[src/rtl/fp_dispatch_pkg.sv]
// fp_dispatch_pkg: shared constants for the FP adder operand dispatcher.
//   W_DEF / NCH_DEF : default operand width and path count
//   PATH_0..PATH_2  : path indices, same encoding as the EData class field
//   lvl_w()         : occupancy counter width for a FIFO of a given depth
package fp_dispatch_pkg;

    localparam int W_DEF   = 37;
    localparam int NCH_DEF = 3;

    localparam int PATH_0 = 0;
    localparam int PATH_1 = 1;
    localparam int PATH_2 = 2;

    // level must represent 0..depth inclusive, hence one bit above the
    // pointer width
    function automatic int lvl_w(input int depth);
        return $clog2(depth) + 1;
    endfunction

endpackage

[src/rtl/fp_operand_dispatch_fifo.sv]
// dispatch_fifo: single-channel synchronous FIFO holding one {A,B} pair
// per entry.
//   clk, rst   : clock, async active-high reset (pointers and count only)
//   push, din  : write request and data; honoured when not full or popping
//   pop, dout  : read request and head data; pop on empty is ignored
//   full, empty, level : occupancy status, level counts 0..DEPTH
module dispatch_fifo #(
    parameter int DW    = 74,
    parameter int DEPTH = 4,
    parameter int LW    = 3
) (
    input  logic          clk,
    input  logic          rst,
    input  logic          push,
    input  logic [DW-1:0] din,
    input  logic          pop,
    output logic [DW-1:0] dout,
    output logic          full,
    output logic          empty,
    output logic [LW-1:0] level
);
    localparam int AW = $clog2(DEPTH);

    logic [DW-1:0] mem [DEPTH];
    logic [AW-1:0] wr_ptr;
    logic [AW-1:0] rd_ptr;
    logic [LW-1:0] count;
    logic          do_pop;
    logic          do_push;

    assign empty   = (count == '0);
    assign full    = (count == LW'(DEPTH));
    assign do_pop  = pop && !empty;
    // a pop in the same cycle frees the slot, so full does not block
    assign do_push = push && (!full || do_pop);
    assign dout    = mem[rd_ptr];
    assign level   = count;

    always_ff @(posedge clk or posedge rst) begin
        if (rst) begin
            wr_ptr <= '0;
            rd_ptr <= '0;
            count  <= '0;
        end else begin
            if (do_push) wr_ptr <= wr_ptr + AW'(1);
            if (do_pop)  rd_ptr <= rd_ptr + AW'(1);
            case ({do_push, do_pop})
                2'b10:   count <= count + LW'(1);
                2'b01:   count <= count - LW'(1);
                default: count <= count;
            endcase
        end
    end

    // storage needs no reset: stale entries are never visible while empty
    always_ff @(posedge clk) begin
        if (do_push) mem[wr_ptr] <= din;
    end

endmodule

[src/rtl/fp_operand_dispatch.sv]
// fp_operand_dispatch: buffered router from operand preparation to the
// per-class FP adder paths. Each accepted (A,B) pair goes into the FIFO of
// the selected path; every path drains independently.
//   in_valid/in_ready/in_a/in_b/in_sel : upstream pair handshake
//   out_valid/out_ready/out_a/out_b    : per-path head, W-bit slices per path
//   level      : per-path occupancy, LW-bit slices
//   drop_pulse : one cycle after a pair with an out-of-range select is eaten
//   drop_cnt   : saturating count of such pairs
module fp_operand_dispatch
    import fp_dispatch_pkg::*;
#(
    parameter int  W     = W_DEF,
    parameter int  NCH   = NCH_DEF,
    parameter int  SELW  = 2,
    parameter int  DEPTH = 4,
    parameter int  CNTW  = 8,
    localparam int LW    = lvl_w(DEPTH)
) (
    input  logic              clk,
    input  logic              rst,
    input  logic              in_valid,
    output logic              in_ready,
    input  logic [W-1:0]      in_a,
    input  logic [W-1:0]      in_b,
    input  logic [SELW-1:0]   in_sel,
    output logic [NCH-1:0]    out_valid,
    input  logic [NCH-1:0]    out_ready,
    output logic [NCH*W-1:0]  out_a,
    output logic [NCH*W-1:0]  out_b,
    output logic [NCH*LW-1:0] level,
    output logic              drop_pulse,
    output logic [CNTW-1:0]   drop_cnt
);
    logic           legal;
    logic           drop;
    logic [NCH-1:0] hit;
    logic [NCH-1:0] full;
    logic [NCH-1:0] empty;
    logic [NCH-1:0] push;
    logic [NCH-1:0] pop;

    assign legal = (int'(in_sel) < NCH);

    // illegal selects are always accepted so they cannot wedge the input
    assign in_ready = !legal || |(hit & (~full | pop));
    assign drop     = in_valid && !legal;

    for (genvar i = 0; i < NCH; i++) begin : g_ch
        logic [2*W-1:0] head;

        assign hit[i]  = legal && (in_sel == SELW'(i));
        assign pop[i]  = !empty[i] && out_ready[i];
        assign push[i] = in_valid && hit[i] && (!full[i] || pop[i]);

        dispatch_fifo #(
            .DW    (2*W),
            .DEPTH (DEPTH),
            .LW    (LW)
        ) u_fifo (
            .clk   (clk),
            .rst   (rst),
            .push  (push[i]),
            .din   ({in_a, in_b}),
            .pop   (pop[i]),
            .dout  (head),
            .full  (full[i]),
            .empty (empty[i]),
            .level (level[i*LW +: LW])
        );

        // idle paths present zeros rather than stale storage
        assign out_valid[i]     = !empty[i];
        assign out_a[i*W +: W]  = empty[i] ? '0 : head[2*W-1:W];
        assign out_b[i*W +: W]  = empty[i] ? '0 : head[W-1:0];
    end

    always_ff @(posedge clk or posedge rst) begin
        if (rst) begin
            drop_pulse <= 1'b0;
            drop_cnt   <= '0;
        end else begin
            drop_pulse <= drop;
            if (drop && (drop_cnt != '1)) drop_cnt <= drop_cnt + CNTW'(1);
        end
    end

endmodule

[config.mk]
export PLATFORM = sky130hd
export DESIGN_NAME = fp_operand_dispatch
export DESIGN_NICKNAME = d
export VERILOG_FILES = /design/src/rtl/fp_dispatch_pkg.sv /design/src/rtl/fp_operand_dispatch_fifo.sv /design/src/rtl/fp_operand_dispatch.sv
export SDC_FILE = /design/constraint.sdc
export NUM_CORES = 1
export LEC_CHECK = 0
export ABC_AREA = 0
export BUFFER_PORTS_ARGS = -buffer_cell sky130_fd_sc_hd__buf_2
export CAP_MARGIN = 20
export CORE_MARGIN = 5
export CORE_UTILIZATION = 30
export CTS_BUF_LIST = sky130_fd_sc_hd__clkbuf_8
export DETAILED_ROUTE_END_ITERATION = 6
export PLACE_DENSITY = 0.53
export SYNTH_ARGS = -nofsm -noshare
export SYNTH_HDL_FRONTEND = slang
export SYNTH_SLANG_ARGS = --single-unit
[constraint.sdc]
create_clock -name clk -period 4.4 [get_ports clk]
set_input_delay 0.22 -clock clk [delete_from_list [all_inputs] [get_ports clk]]
set_output_delay 0.22 -clock clk [all_outputs]
set_load 0.01 [all_outputs]
==> metrics.md <==
| Metric | Value |
|---|---|
| Result of the run | finished clean |
| DRT Wirelength | 91000 um |
| Vias in the first global route | 19000 |
| Gr usage total | 0.147 |
| Placed instance area | 38600 sq um |
| Yosys warnings | 0 |
| Via count | 17400 |
| Hold depth | 2 |
| Slew Viols, Final | 0 |
| FF+latch count, synth | slightly above 900 |
| Htree depth | 4 |
| CTS Buf Count | between 150 and 200 |
| Leading area contributor after synthesis | edfxtp_1 |
| Synthesized instance count | 1565 |
| Post-synth top cells | edfxtp_1, and2_1, mux4_2, clkbuf_1, dfrtp_1 |
| Clock Skew | 28.6 ps |
| Type of origin of the critical path | register |
| RR Startpoint | g_ch[2].u_fifo.level[2] |
| Synth area leaders | edfxtp_1, mux4_2, and2_1, dfrtp_1, ha_1 |
| Iter 0 DRT Violations | 1431 |
| Setup_tns | 0 ps |
| Min-Delay Path Class | input port to register |
| Layout cells sized above 1 | 0.360 |
| CTS tree | built |
| Setup-failing EPs final | 0 |
| Core area | 116000 sq um |
| Worst VDD drop | slightly below 0.3 mV |
| Critical path origin | g_ch[2].u_fifo.rd_ptr[0] |
| Post-DP HPWL | 56100 um |
| Syn-to-layout area delta | 20.5% |
| Total I/O pin count | 326 |
| Row cnt | 125 |
| Final period utilization | 0.797 |
| Gpl congestion | 0.740 |
| Via/cell ratio | 4.66 |
| Netlist cell types | 37 |
| Post-synth ARST share | 0.0327 |
| PortBufs | approximately 330 |
| Synthesized area | about 35000 sq um |
| CP max FO | 43 |
| Root Buffer Master | clkbuf_8 |
| Critical path endpoint category | output pin |
| Crit path cell chain | buf_12 -> mux4_2 -> and2_1 -> buf_2 |
| Largest stage delay on the critical path | 980 ps |
| Global-route wire length before repair | 135000 um |
| Static leakage | roughly 14 nW |
| Clock buffer depth | 3 |
| Routed length per instance | 24.4 um |
| Initial antenna violation count | 14 |
| Die area | 124000 sq um |
| CP arrival | 3290 ps |
| Syn avg cell area | 22.5 sq um |
| Post-synthesis sequential area ratio | 0.780 |
| Crit path max-delay family | flip-flops |
| WS Path Type | register to output pin |
| Antenna Nets Post-Route | 0 |
| Slew margin rel. | 0.287 |
| R2R cell count | 4 |
| Worst skew pair latency | 800 ps |
| Post-synth EDFFs | 888 |
| Initial Util | 0.302 |
| DRC | 0 |
| Power per cell area | 625 nW/um^2 |
| Top-count cell post-synth | edfxtp_1 |
| Drt first pass iters | 5 |
| Hold Crit Endpoint | g_ch[2].u_fifo.mem[2][55] |
| Post-synth top flop | edfxtp_1 |
| Crit path buffers/inverters | 2 |
| CTS sink count | 918 |
| Die height | ~350 um |
| Setup repair after global routing missed its margin | no |
| Final Hold Fails | 0 |
| Worst EP required | 4180 ps |
| Syn nets | 1666 |
| Synth top area share | 0.759 |
| Worst-margin pin slew | 1070 ps |
| Filler cells | 10800 |
| Final min period | ~3500 ps |
| Clock-pin transition on the worst setup and hold timing paths | 60 ps |
| Die span in x | roughly 350 um |
| Max Cap Violations | 0 |
| Flop-to-flop setup slack | 1130 ps |
| Pin count of the biggest net entering global routing | 78 |
| CP max stage cell | dfrtp_4 |
| Reg2reg end | g_ch[2].u_fifo.mem[2][25] |
| Grt ovf | 0 |
| Hold_sp | in_a[18] |
| Design area | 42400 sq um |
| Final #Nets | between 2000 and 2500 |
| Peak Freq | 285 MHz |
-- what timing repair did --
action                                 CTS  global route
hold buffers                            84             0
setup buffers                            0             0
gates resized for setup                  0             0
endpoints found under the hold margin  943             0
-- registers in the layout, summed over array words and instances (netlist names) --
| name | count |
|---|---|
| g_ch.u_fifo.mem | 888 |
| g_ch.u_fifo.level | 9 |
| drop_cnt | 8 |
| g_ch.u_fifo.rd_ptr | 6 |
| g_ch.u_fifo.wr_ptr | 6 |
| drop_pulse | 1 |
-- cell usage in the layout (no fill, tap or decap), types with 2 or more instances in the layout --
cell type,count
edfxtp_1,888
buf_2,325
and2_1,225
mux4_2,222
clkbuf_8,158
dlygate4sd3_1,84
inv_1,70
clkinv_1,37
dfrtp_1,24
buf_4,20
ha_1,16
clkinv_2,13
and2_4,12
xnor2_1,11
xor2_1,10
nand3_1,9
dfrtp_4,6
nor2_1,5
bufinv_16,5
buf_12,5
diode_2,4
nand2_1,4
inv_6,4
mux2_2,3
mux2i_1,3
or3_4,3
fa_1,3
inv_8,3
inv_12,3
mux2_1,2
o21ai_0,2
a211oi_1,2
nand4_1,2
nor4b_1,2
nor4b_2,2
clkinvlp_4,2
-- final cells by class --
cell class / count / area (sq um) / share of cell area
Multi-Input combinational cell: 549 / 7330 / 0.173
Inverter: 22 / 82.6 / 0.00195
Antenna cell: 4 / 10.0 / 0.000236
Sequential cell: 918 / 27400 / 0.648
Clock inverter: 118 / 696 / 0.0164
Tap cell: 1524 / 1910 / 0.0450
Clock buffer: 158 / 2170 / 0.0513
Timing Repair Buffer: 434 / 2720 / 0.0642
-- kinds of logic (layout without fill, tap and decap cells) --
group / Yosys count / count (layout) / share of synthesized area
other: 0 / 4 / 0
AO/OA/AOI/OAI: 8 / 8 / 0.00146
adder cells (fa/ha/maj): 19 / 19 / 0.00740
flip-flops: 918 / 918 / 0.780
XOR/XNOR: 21 / 21 / 0.00523
multiplexers: 231 / 231 / 0.145
AND/OR/NAND/NOR: 270 / 270 / 0.0480
buffers and inverters: 98 / 732 / 0.0127
-- power by group --
group	switching (mW)	leakage [nW]	internal [mW]	total, mW
Combinational	4.45	4.27	3.83	8.28
Clock	3.42	1.65	3.67	7.09
Sequential	0.911	8.37	10.2	11.1
-- metal layers --
metal,vias up,GRT usage,wire (um)
met5,-,0,0
met4,0,0.0354,1330
li1,7406,-,-
met2,581,0.226,41900
met3,108,0.0389,6050
met1,9291,0.209,41700
-- how the worst max path moves through the flow --
| stage | end | slack (ps) | depth (start not counted) |
|---|---|---|---|
| after floorplan | g_ch[2].u_fifo.mem[0][0] | 1110 | 3 |
| after global placement | g_ch[2].u_fifo.mem[3][17] | 1300 | 4 |
| after detailed placement | g_ch[2].u_fifo.mem[3][29] | 1070 | 4 |
| after CTS | out_b[105] | 730 | 4 |
| after global routing | out_b[105] | 660 | 4 |
| final | out_a[97] | 890 | 4 |
-- metrics by stage --
step,cells,setup WS (ps),utilization,power (mW),hold slack (ps)
after floorplan,1565,1110,-,15.8,311
after global placement,3363,1300,0.332,19.7,330
after detailed placement,3363,1070,0.332,19.8,345
after CTS,3723,727,0.364,27.1,189
after global routing,3725,660,0.364,28.0,225
final,3727,893,0.364,26.5,292
Power figures use the tool's default switching activity.
